--- src/rtl/dispatch_stage_pkg.sv ---
// Shared types for the dispatch stage: control payload and the skid-FIFO entry.
package dispatch_stage_pkg;
   localparam int N_PHYS_DEF  = 64;
   localparam int ENTRY_PW    = $clog2(N_PHYS_DEF);
   localparam int ENTRY_TAG_W = 6;

   typedef struct packed {
      logic [6:0]  opcode;
      logic [2:0]  funct3;
      logic [31:0] imm;
   } ctrl_payload_t;

   typedef struct packed {
      logic [ENTRY_PW-1:0]    rs1_p;
      logic [ENTRY_PW-1:0]    rs2_p;
      logic [ENTRY_PW-1:0]    rd_new_p;
      logic [ENTRY_PW-1:0]    rd_old_p;
      logic                   rd_alloc;
      logic [ENTRY_TAG_W-1:0] rob_tag;
      ctrl_payload_t          payload;
   } dispatch_entry_t;
endpackage

--- src/rtl/dispatch_stage_if.sv ---
// Rename -> dispatch -> ROB/IQ bus, plus writeback broadcast and recovery flush.
interface dispatch_stage_if #(
   parameter int PW        = 6,
   parameter int ROB_TAG_W = 6
);
   import dispatch_stage_pkg::*;

   logic                 ren_valid_i;
   logic                 ren_ready_o;
   logic [PW-1:0]        rs1_p_i;
   logic [PW-1:0]        rs2_p_i;
   logic [PW-1:0]        rd_new_p_i;
   logic [PW-1:0]        rd_old_p_i;
   logic                 rd_alloc_i;
   logic [ROB_TAG_W-1:0] rob_tag_i;
   ctrl_payload_t        payload_i;

   logic                 rob_valid_o;
   logic                 rob_ready_i;
   logic [ROB_TAG_W-1:0] rob_tag_o;
   logic [PW-1:0]        rob_rd_new_p_o;
   logic [PW-1:0]        rob_rd_old_p_o;
   logic                 rob_rd_alloc_o;

   logic                 iq_valid_o;
   logic                 iq_ready_i;
   logic [PW-1:0]        iq_rs1_p_o;
   logic [PW-1:0]        iq_rs2_p_o;
   logic [PW-1:0]        iq_rd_p_o;
   logic                 iq_rs1_rdy_o;
   logic                 iq_rs2_rdy_o;
   logic [ROB_TAG_W-1:0] iq_rob_tag_o;
   ctrl_payload_t        iq_payload_o;

   logic                 wb_valid_i;
   logic [PW-1:0]        wb_preg_i;
   logic                 recover_i;

   modport slave (
      input  ren_valid_i, rs1_p_i, rs2_p_i, rd_new_p_i, rd_old_p_i, rd_alloc_i,
             rob_tag_i, payload_i, rob_ready_i, iq_ready_i, wb_valid_i, wb_preg_i,
             recover_i,
      output ren_ready_o, rob_valid_o, rob_tag_o, rob_rd_new_p_o, rob_rd_old_p_o,
             rob_rd_alloc_o, iq_valid_o, iq_rs1_p_o, iq_rs2_p_o, iq_rd_p_o,
             iq_rs1_rdy_o, iq_rs2_rdy_o, iq_rob_tag_o, iq_payload_o
   );

   modport master (
      output ren_valid_i, rs1_p_i, rs2_p_i, rd_new_p_i, rd_old_p_i, rd_alloc_i,
             rob_tag_i, payload_i, rob_ready_i, iq_ready_i, wb_valid_i, wb_preg_i,
             recover_i,
      input  ren_ready_o, rob_valid_o, rob_tag_o, rob_rd_new_p_o, rob_rd_old_p_o,
             rob_rd_alloc_o, iq_valid_o, iq_rs1_p_o, iq_rs2_p_o, iq_rd_p_o,
             iq_rs1_rdy_o, iq_rs2_rdy_o, iq_rob_tag_o, iq_payload_o
   );
endinterface

--- src/rtl/dispatch_fifo.sv ---
// Small circular FIFO of dispatch entries with a synchronous flush; head is read combinationally.
module dispatch_fifo
   import dispatch_stage_pkg::*;
#(
   parameter int DEPTH = 2
) (
   input  logic            clk,
   input  logic            rst_n,
   input  logic            i_flush,
   input  logic            i_push,
   input  dispatch_entry_t i_data,
   input  logic            i_pop,
   output dispatch_entry_t o_data,
   output logic            o_full,
   output logic            o_empty
);
   localparam int AW = $clog2(DEPTH);
   localparam logic [AW:0] FULL_CNT = DEPTH[AW:0];

   logic [AW-1:0]   r_head;
   logic [AW-1:0]   r_tail;
   logic [AW:0]     r_count;
   dispatch_entry_t r_mem [DEPTH];

   always_ff @(posedge clk or negedge rst_n) begin
      if (!rst_n) begin
         r_head  <= '0;
         r_tail  <= '0;
         r_count <= '0;
      end else if (i_flush) begin
         r_head  <= '0;
         r_tail  <= '0;
         r_count <= '0;
      end else begin
         if (i_push) r_tail <= r_tail + 1'b1;
         if (i_pop)  r_head <= r_head + 1'b1;
         case ({i_push, i_pop})
            2'b10:   r_count <= r_count + 1'b1;
            2'b01:   r_count <= r_count - 1'b1;
            default: r_count <= r_count;
         endcase
      end
   end

   // Storage is not reset: occupancy alone decides whether an entry is meaningful.
   always_ff @(posedge clk) begin
      if (i_push) r_mem[r_tail] <= i_data;
   end

   assign o_data  = r_mem[r_head];
   assign o_full  = (r_count == FULL_CNT);
   assign o_empty = (r_count == '0);
endmodule

--- src/rtl/dispatch_stage.sv ---
// Dispatch stage: skid FIFO from Rename, lockstep ROB/IQ dispatch, preg busy table.
// Optional DISPATCH_STALL_CNT_EN adds saturating ROB/IQ back-pressure counters.
module dispatch_stage
   import dispatch_stage_pkg::*;
#(
   parameter int N_PHYS     = N_PHYS_DEF,
   parameter int ROB_TAG_W  = ENTRY_TAG_W,
   parameter int FIFO_DEPTH = 2
) (
   input  logic clk,
   input  logic rst_n,
   dispatch_stage_if.slave bus
`ifdef DISPATCH_STALL_CNT_EN
   ,
   output logic [31:0] stall_rob_cnt_o,
   output logic [31:0] stall_iq_cnt_o
`endif
);
   localparam int PW = $clog2(N_PHYS);

   logic [N_PHYS-1:0]    r_busy;
   dispatch_entry_t      w_in;
   dispatch_entry_t      w_head;
   logic                 w_full;
   logic                 w_empty;
   logic                 w_head_v;
   logic                 w_ready;
   logic                 w_accept;
   logic                 w_fire;
   logic [PW-1:0]        w_rs1;
   logic [PW-1:0]        w_rs2;
   logic [ROB_TAG_W-1:0] w_tag;

   function automatic logic src_rdy(input logic [PW-1:0]     p,
                                    input logic [N_PHYS-1:0] busy,
                                    input logic              wbv,
                                    input logic [PW-1:0]     wbp);
      return (p == '0) || !busy[p] || (wbv && (wbp == p));
   endfunction

   always_comb begin
      w_in          = '0;
      w_in.rs1_p    = bus.rs1_p_i;
      w_in.rs2_p    = bus.rs2_p_i;
      w_in.rd_new_p = bus.rd_new_p_i;
      w_in.rd_old_p = bus.rd_old_p_i;
      w_in.rd_alloc = bus.rd_alloc_i;
      w_in.rob_tag  = bus.rob_tag_i;
      w_in.payload  = bus.payload_i;
   end

   // rst_n gating keeps ready low for the whole reset window, not just after it.
   assign w_ready  = rst_n && !w_full && !bus.recover_i;
   assign w_accept = bus.ren_valid_i && w_ready;
   assign w_head_v = !w_empty;
   assign w_fire   = w_head_v && bus.rob_ready_i && bus.iq_ready_i && !bus.recover_i;

   dispatch_fifo #(.DEPTH(FIFO_DEPTH)) u_fifo (
      .clk    (clk),
      .rst_n  (rst_n),
      .i_flush(bus.recover_i),
      .i_push (w_accept),
      .i_data (w_in),
      .i_pop  (w_fire),
      .o_data (w_head),
      .o_full (w_full),
      .o_empty(w_empty)
   );

   // Set is applied after clear so a same-edge allocation of a written-back preg stays busy.
   always_ff @(posedge clk or negedge rst_n) begin
      if (!rst_n) begin
         r_busy <= '0;
      end else begin
         if (bus.wb_valid_i && bus.wb_preg_i != '0) r_busy[bus.wb_preg_i] <= 1'b0;
         if (w_accept && bus.rd_alloc_i && bus.rd_new_p_i != '0) r_busy[bus.rd_new_p_i] <= 1'b1;
      end
   end

   assign w_rs1 = w_head.rs1_p;
   assign w_rs2 = w_head.rs2_p;
   assign w_tag = w_head.rob_tag;

   assign bus.ren_ready_o    = w_ready;
   assign bus.rob_valid_o    = w_head_v && !bus.recover_i;
   assign bus.iq_valid_o     = w_head_v && !bus.recover_i;
   assign bus.rob_tag_o      = w_head_v ? w_tag : '0;
   assign bus.rob_rd_new_p_o = w_head_v ? w_head.rd_new_p : '0;
   assign bus.rob_rd_old_p_o = w_head_v ? w_head.rd_old_p : '0;
   assign bus.rob_rd_alloc_o = w_head_v && w_head.rd_alloc;
   assign bus.iq_rs1_p_o     = w_head_v ? w_rs1 : '0;
   assign bus.iq_rs2_p_o     = w_head_v ? w_rs2 : '0;
   assign bus.iq_rd_p_o      = w_head_v ? w_head.rd_new_p : '0;
   assign bus.iq_rob_tag_o   = w_head_v ? w_tag : '0;
   assign bus.iq_payload_o   = w_head_v ? w_head.payload : '0;
   assign bus.iq_rs1_rdy_o   = w_head_v && src_rdy(w_rs1, r_busy, bus.wb_valid_i, bus.wb_preg_i);
   assign bus.iq_rs2_rdy_o   = w_head_v && src_rdy(w_rs2, r_busy, bus.wb_valid_i, bus.wb_preg_i);

`ifdef DISPATCH_STALL_CNT_EN
   logic [31:0] r_stall_rob_cnt;
   logic [31:0] r_stall_iq_cnt;

   always_ff @(posedge clk or negedge rst_n) begin
      if (!rst_n) begin
         r_stall_rob_cnt <= '0;
         r_stall_iq_cnt  <= '0;
      end else begin
         if (w_head_v && !bus.recover_i && !bus.rob_ready_i && r_stall_rob_cnt != '1)
            r_stall_rob_cnt <= r_stall_rob_cnt + 1'b1;
         if (w_head_v && !bus.recover_i && bus.rob_ready_i && !bus.iq_ready_i &&
             r_stall_iq_cnt != '1)
            r_stall_iq_cnt <= r_stall_iq_cnt + 1'b1;
      end
   end

   assign stall_rob_cnt_o = r_stall_rob_cnt;
   assign stall_iq_cnt_o  = r_stall_iq_cnt;
`endif
endmodule

--- src/flat_wrapper.sv ---
// flat-port wrapper written by rule: the top's interface ports become plain ports
module dispatch_stage_flat import dispatch_stage_pkg::*;
#(
   parameter int N_PHYS     = N_PHYS_DEF,
   parameter int ROB_TAG_W  = ENTRY_TAG_W,
   parameter int FIFO_DEPTH = 2
)
  (clk, rst_n, bus_ren_valid_i, bus_rs1_p_i, bus_rs2_p_i, bus_rd_new_p_i, bus_rd_old_p_i, bus_rd_alloc_i, bus_rob_tag_i, bus_payload_i, bus_rob_ready_i, bus_iq_ready_i, bus_wb_valid_i, bus_wb_preg_i, bus_recover_i, bus_ren_ready_o, bus_rob_valid_o, bus_rob_tag_o, bus_rob_rd_new_p_o, bus_rob_rd_old_p_o, bus_rob_rd_alloc_o, bus_iq_valid_o, bus_iq_rs1_p_o, bus_iq_rs2_p_o, bus_iq_rd_p_o, bus_iq_rs1_rdy_o, bus_iq_rs2_rdy_o, bus_iq_rob_tag_o, bus_iq_payload_o);
  dispatch_stage_if #(.PW(6), .ROB_TAG_W(ROB_TAG_W)) bus_i ();
  input  logic clk;
  input  logic rst_n;
  input wire logic [$bits(bus_i.ren_valid_i)-1:0] bus_ren_valid_i;
  input wire logic [$bits(bus_i.rs1_p_i)-1:0] bus_rs1_p_i;
  input wire logic [$bits(bus_i.rs2_p_i)-1:0] bus_rs2_p_i;
  input wire logic [$bits(bus_i.rd_new_p_i)-1:0] bus_rd_new_p_i;
  input wire logic [$bits(bus_i.rd_old_p_i)-1:0] bus_rd_old_p_i;
  input wire logic [$bits(bus_i.rd_alloc_i)-1:0] bus_rd_alloc_i;
  input wire logic [$bits(bus_i.rob_tag_i)-1:0] bus_rob_tag_i;
  input wire logic [$bits(bus_i.payload_i)-1:0] bus_payload_i;
  input wire logic [$bits(bus_i.rob_ready_i)-1:0] bus_rob_ready_i;
  input wire logic [$bits(bus_i.iq_ready_i)-1:0] bus_iq_ready_i;
  input wire logic [$bits(bus_i.wb_valid_i)-1:0] bus_wb_valid_i;
  input wire logic [$bits(bus_i.wb_preg_i)-1:0] bus_wb_preg_i;
  input wire logic [$bits(bus_i.recover_i)-1:0] bus_recover_i;
  output wire logic [$bits(bus_i.ren_ready_o)-1:0] bus_ren_ready_o;
  output wire logic [$bits(bus_i.rob_valid_o)-1:0] bus_rob_valid_o;
  output wire logic [$bits(bus_i.rob_tag_o)-1:0] bus_rob_tag_o;
  output wire logic [$bits(bus_i.rob_rd_new_p_o)-1:0] bus_rob_rd_new_p_o;
  output wire logic [$bits(bus_i.rob_rd_old_p_o)-1:0] bus_rob_rd_old_p_o;
  output wire logic [$bits(bus_i.rob_rd_alloc_o)-1:0] bus_rob_rd_alloc_o;
  output wire logic [$bits(bus_i.iq_valid_o)-1:0] bus_iq_valid_o;
  output wire logic [$bits(bus_i.iq_rs1_p_o)-1:0] bus_iq_rs1_p_o;
  output wire logic [$bits(bus_i.iq_rs2_p_o)-1:0] bus_iq_rs2_p_o;
  output wire logic [$bits(bus_i.iq_rd_p_o)-1:0] bus_iq_rd_p_o;
  output wire logic [$bits(bus_i.iq_rs1_rdy_o)-1:0] bus_iq_rs1_rdy_o;
  output wire logic [$bits(bus_i.iq_rs2_rdy_o)-1:0] bus_iq_rs2_rdy_o;
  output wire logic [$bits(bus_i.iq_rob_tag_o)-1:0] bus_iq_rob_tag_o;
  output wire logic [$bits(bus_i.iq_payload_o)-1:0] bus_iq_payload_o;
  assign bus_i.ren_valid_i = bus_ren_valid_i;
  assign bus_i.rs1_p_i = bus_rs1_p_i;
  assign bus_i.rs2_p_i = bus_rs2_p_i;
  assign bus_i.rd_new_p_i = bus_rd_new_p_i;
  assign bus_i.rd_old_p_i = bus_rd_old_p_i;
  assign bus_i.rd_alloc_i = bus_rd_alloc_i;
  assign bus_i.rob_tag_i = bus_rob_tag_i;
  assign bus_i.payload_i = bus_payload_i;
  assign bus_i.rob_ready_i = bus_rob_ready_i;
  assign bus_i.iq_ready_i = bus_iq_ready_i;
  assign bus_i.wb_valid_i = bus_wb_valid_i;
  assign bus_i.wb_preg_i = bus_wb_preg_i;
  assign bus_i.recover_i = bus_recover_i;
  assign bus_ren_ready_o = bus_i.ren_ready_o;
  assign bus_rob_valid_o = bus_i.rob_valid_o;
  assign bus_rob_tag_o = bus_i.rob_tag_o;
  assign bus_rob_rd_new_p_o = bus_i.rob_rd_new_p_o;
  assign bus_rob_rd_old_p_o = bus_i.rob_rd_old_p_o;
  assign bus_rob_rd_alloc_o = bus_i.rob_rd_alloc_o;
  assign bus_iq_valid_o = bus_i.iq_valid_o;
  assign bus_iq_rs1_p_o = bus_i.iq_rs1_p_o;
  assign bus_iq_rs2_p_o = bus_i.iq_rs2_p_o;
  assign bus_iq_rd_p_o = bus_i.iq_rd_p_o;
  assign bus_iq_rs1_rdy_o = bus_i.iq_rs1_rdy_o;
  assign bus_iq_rs2_rdy_o = bus_i.iq_rs2_rdy_o;
  assign bus_iq_rob_tag_o = bus_i.iq_rob_tag_o;
  assign bus_iq_payload_o = bus_i.iq_payload_o;
  dispatch_stage #(.N_PHYS(N_PHYS), .ROB_TAG_W(ROB_TAG_W), .FIFO_DEPTH(FIFO_DEPTH)) u_core (.clk(clk), .rst_n(rst_n), .bus(bus_i));
endmodule
--- config.mk ---
export PLATFORM = sky130hd
export DESIGN_NAME = dispatch_stage_flat
export DESIGN_NICKNAME = d
export VERILOG_FILES = /design/src/rtl/dispatch_stage_pkg.sv /design/src/rtl/dispatch_stage_if.sv /design/src/rtl/dispatch_fifo.sv /design/src/rtl/dispatch_stage.sv /design/src/flat_wrapper.sv
export SDC_FILE = /design/constraint.sdc
export NUM_CORES = 1
export LEC_CHECK = 0
export ABC_AREA = 1
export CAP_MARGIN = 30
export CORE_MARGIN = 3
export CORE_UTILIZATION = 35
export CTS_CLUSTER_DIAMETER = 120
export DETAILED_ROUTE_END_ITERATION = 7
export GPL_TIMING_DRIVEN = 0
export PLACE_DENSITY_LB_ADDON = 0.1
export SLEW_MARGIN = 0
export SYNTH_ARGS = -nofsm -noshare
export SYNTH_HDL_FRONTEND = slang
export SYNTH_HIERARCHICAL = 1
export SYNTH_SLANG_ARGS = --single-unit
--- constraint.sdc ---
create_clock -name clk -period 4.7 [get_ports clk]
set_clock_uncertainty 0.05 [all_clocks]
set_input_delay 1.175 -clock clk [delete_from_list [all_inputs] [get_ports clk]]
set_output_delay 1.175 -clock clk [all_outputs]
set_load 0.01 [all_outputs]
; ---- Word level (Yosys, flattened, before mapping)
; Memories as Yosys holds them, arrays and structs flattened.
; Cells that the tools add are included.
[totals]
register_bits = 68
latchBits = 0
mem_bits_rw = 146
mem_bits_ro = 0
inputBits = 86
wordCells = 81
memories = 1
[memory_table]
columns = memory, words, width, rd, rd_clocked_by_memory_dff, wr, line
row1 = u_core.u_fifo.r_mem, 2, 73, 1, 0, 1, dispatch_fifo.sv:23  ; dispatch_entry_t r_mem [DEPTH];
[classes]
add_sub_neg = 4
multipliers = 0
n_div = 0
order_cmp = 6
eq_ne = 5
n_shift = 0
n_mux = 24
n_bitwise = 3
reduce_logical = 34
[op_table]
columns = op, count
row1 = 64-bit two-way mux, 2
row2 = 64-bit bitwise AND, 1
row3 = 64-bit inverter, 1
row4 = 64-bit bitwise OR, 1
row5 = 42-bit two-way mux, 1
row6 = 6-bit two-way mux, 5
row7 = 6-bit by 7-bit less-than comparator with 1-bit output (second input constant), 4
row8 = 1-bit logical AND, 17
row9 = 1-bit binary-select mux with 6-bit select, 2
row10 = 1-bit demux with 6-bit select, 2
row11 = 6-bit equality test, 2
row12 = 6-bit by 1-bit greater-or-equal comparator with 1-bit output (second input constant), 2
row13 = 6-bit zero test, 2
row14 = 6-bit nonzero test, 2
row15 = 1-bit two-way mux, 10
row16 = 1-bit zero test, 5
row17 = 2-bit equality test (second input constant), 2
row18 = 1-bit logical OR, 4
row19 = 2-bit case mux with 2 select lines, 1
row20 = 2-bit nonzero test, 2
row21 = 3-bit nonzero test, 1
row22 = 1-bit adder (second input constant), 2
row23 = 2-bit by 1-bit adder with 2-bit output (second input constant), 1
row24 = 2-bit by 1-bit equality test with 1-bit output (second input constant), 1
row25 = other kinds (3), 3

; ---- Logic depth before layout (Yosys ltp)
[logic_depth]
ltp_word = 9
depth_mapped = 13

; ---- By module
; Netlist, hierarchy kept.
[modules_own_cells]
columns = module, n_inst, cells_each, area_each_um2, seq_area_each_um2
row1 = dispatch_fifo, 1, 259, 5683.0, 4484.3
row2 = dispatch_stage, 1, 785, 5027.3, 1601.5

; ---- Least setup slack after synthesis
; Ideal clock, no wire load.
[synth_timing]
path_kind = input -> register
from = in bus_recover_i
to = mem u_core/u_fifo/r_mem[0][0] (netlist bit), enable pin
setup_ns = 0.506
arrival_ns = 4.874
t_required_ns = 4.144
slack_ns = -0.730
path_stages = 5
path_cell_list = nor3b_2 nand2_1 inv_1 inv_1 nor2_1
[synth_via]
elab_chain_len = 5
[synth_lines]
columns = element, line
row1 = start: declaration, flat_wrapper.sv:24  ; input wire logic [$bits(bus_i.recover_i)-1:0] bus_recover_i;
row2 = 1-bit zero test, dispatch_stage.sv:53  ; assign w_ready = rst_n && !w_full && !bus.recover_i;
row3 = 1-bit logical AND, dispatch_stage.sv:53
row4 = 1-bit logical AND, dispatch_stage.sv:54  ; assign w_accept = bus.ren_valid_i && w_ready;
row5 = via u_core.w_accept, dispatch_stage.sv:28  ; logic w_accept;
row6 = 1-bit two-way mux, dispatch_fifo.sv:47  ; if (i_push) r_mem[r_tail] <= i_data;
row7 = 1-bit two-way mux (not written as such), dispatch_fifo.sv:47
row8 = end: declaration, dispatch_fifo.sv:23
; The timed path passes the listed nets, and every way through them passes these cells.

==> results.ini <==
[clock_tree]
tritoncts = done
cts.sinks = 214
cts-root-buf = clkbuf_16
insertion_delay_ns = 0.54
clk_pin_slew_ns = 0.06
htree_levels = 1
cts_buffers = 25
ctsLongestPathBuffers = 3
holdBufCountCts = 0

[hold_path]
hp-start = u_core/r_busy[1]
holdPathStages = 2
hold-path-endpoint = u_core/r_busy[1]
hp-class = register to register

[worst_setup_path]
worstPathArrival_ns = 3.20
rr_worst_depth = 10
crit_type = register to primary output
r2r_end = u_core/u_fifo/r_mem[0][61]
regToRegSetupSlack_ns = 2.00
rr_startpoint = u_core/u_fifo/r_count[0]
cp_max_fo = 10
end_kind = primary output
cp_data_required_time_ns = 3.47
startpoint_type = register

[synth]
netlist_area_mm2 = 0.0107
ys_seq_area_frac = 0.568
synthTopCellsByArea = edfxtp_1, dfrtp_1, mux2_4
syn_avg_cell_area_um2 = 10.3
synth.most_common_cell = inv_1
yosysTopAreaCell = edfxtp_1
async_flop_share = 0.318
synth_edf_count = 146
synth-main-ff-cell = edfxtp_1
synth_top_cell_area_share = 0.409
synth_cell_type_count = 38
syn_nets = 1130
ys_warn_count = 6
ys_seq_elements = 214
synth_common_cells = inv_1, edfxtp_1, nand2_1
synth_cells = 1044

[die]
dieArea_mm2 = 0.0327
start_util = 0.359
rows = 63
core-area_mm2 = 0.0299
die_w_um = 181
ios = 176
dieHeight_um = 181

[timing]
worst_slew_pin_slew_ns = 0.890
rsz0062_at_grt = false
setup_ws_ns = 0.271
fin_crit_sh = 0.942
fin_crit_ns = 4.43
final_hold_viol_count = 0
maxSlewViolCount = 0
setup_viol = 0
fmax_mhz = 226
relSlewSlack = 0.407

[route]
antenna_left = 0
vias = 8489
drcViolationCount = 0
drtIter0Drc = 939
avgRoutedWirePerCell_um = 20.9
viasPerCell = 5.11
drtPass1Iterations = 5
routed_wirelength_um = 34800

[placement]
detailed_place.area_mm2 = 0.0130
dp_slack_ns = 0.112
place_congestion = 0.941
numPortBuffers = 173
dp_hpwl_um = 24500

[global_route]
antenna_found_initial = 1
grt_pass1_vias = 8215
grt_max_degree = 54
grt_usage = 0.207
grt_overflow = 0
grt_pass1_wl_um = 51900

[run_status]
status = completed

[pwr]
powerDensity_mw_per_mm2 = 406
power_mw = 5.68
leakage_nw = 5.63
vdd_drop_max_mv = 0.255

[flow_run]
maxCapViolations = 0

[final_layout]
drive_gt1_frac = 0.149
syn_to_final_growth_pct = 30.6
nNetsFinal = 1337
fill_cells = 2852
final_area_mm2 = 0.0140

[layout make-up]
cell class	instances	area, um2	share of cell area
antenna	1	2.50	0.000179
tap	390	488	0.0349
sequential	214	6090	0.435
buffer	52	333	0.0238
timing repair buffer	180	1850	0.132
inverter	152	592	0.0423
clock buffer	32	703	0.0503
clock inverter	14	193	0.0138
multi-input combinational	626	3740	0.268
[worst max-delay path, stage by stage, from the launching register on]
cell and delay (ns):
dfrtp_1 0.36, buf_6 0.18, mux2_2 0.44, inv_1 0.25, clkbuf_2 0.37, o211ai_1 0.14
nand3_1 0.09, nand3_1 0.14, nand3_1 0.13, nand3_1 0.08, nand2_1 0.06, a21oi_1 0.08
dlygate4sd2_1 0.31
[cell families (layout without fill, tap and decap cells)]
kind of cell	Yosys count	count (layout)	synth area share
AOI/OAI and AO/OA	183	183	0.0912
xor gates and xnor gates	3	3	0.00245
buffers and inverters	204	430	0.0834
DFF	214	214	0.568
muxes	73	73	0.0936
other	0	1	0
and+or+nand+nor	367	367	0.161
[registers in the layout, indices dropped and copies added, names as in the netlist]
signal,count
u_core/u_fifo/r_head,1
u_core/r_busy,64
u_core/u_fifo/r_count,2
u_core/u_fifo/r_tail,1
u_core/u_fifo/r_mem,146
[metrics by stage]
stage / hold slack, ns / cells / util / TNS (ns)
after CTS: 0.452 / 1658 / 0.467 / 0
after detailed placement: 0.437 / 1611 / 0.436 / 0
after global routing: 0.473 / 1661 / 0.468 / 0
after global placement: 0.427 / 1607 / 0.433 / -622.29
final: 0.448 / 1661 / 0.468 / 0
after floorplan: 0.390 / 1044 / - / 0
[worst max path at each step]
stage                               startpoint                         end  slack (ns)  cells past startpoint
after floorplan                  bus_recover_i   u_core/u_fifo/r_mem[0][0]        0.52                      5
after global placement                   rst_n  u_core/u_fifo/r_mem[0][61]       -4.08                      6
after detailed placement      bus_wb_preg_i[0]            bus_iq_rs2_rdy_o        0.11                      8
after CTS                 u_core/u_fifo/r_head            bus_iq_rs2_rdy_o       0.003                     12
after global routing      u_core/u_fifo/r_head            bus_iq_rs1_rdy_o        0.16                     13
final                     u_core/u_fifo/r_head            bus_iq_rs1_rdy_o        0.27                     12
[per-layer routing]
metal | vias to the layer above | track usage | part of all wire
li1 | 3955 | - | -
met1 | 4106 | 0.296 | 0.44
met2 | 368 | 0.322 | 0.45
met3 | 60 | 0.0427 | 0.084
met4 | 0 | 0.0545 | 0.027
met5 | - | 0 | 0
[repair_timing]
action	in CTS	in global routing
gates resized for setup	10	7
endpoints found under the setup margin	2	9
buffers inserted	1	2
[cell usage in the layout (no fill, tap or decap), types with 8 or more instances in the layout]
cell type        count
buf_2               10
a21oi_1             18
inv_1              146
dfrtp_1             68
buf_6                8
nor2_1             100
buf_4               20
o21ai_1             55
o211ai_1            17
nand2_1            135
clkdlybuf4s50_1    170
mux2_2              25
edfxtp_1           146
o21ai_0             84
nor3_1              17
clkbuf_1            12
clkbuf_16           26
nand3_1             90
mux2_4              48
[report_power, final]
part,internal (mW),total [mW],switching (mW)
sequential,2.10,2.13,0.0345
combinational,0.668,1.45,0.780
clock,1.28,2.09,0.809
No activity file was read; power rests on OpenSTA's default activity.
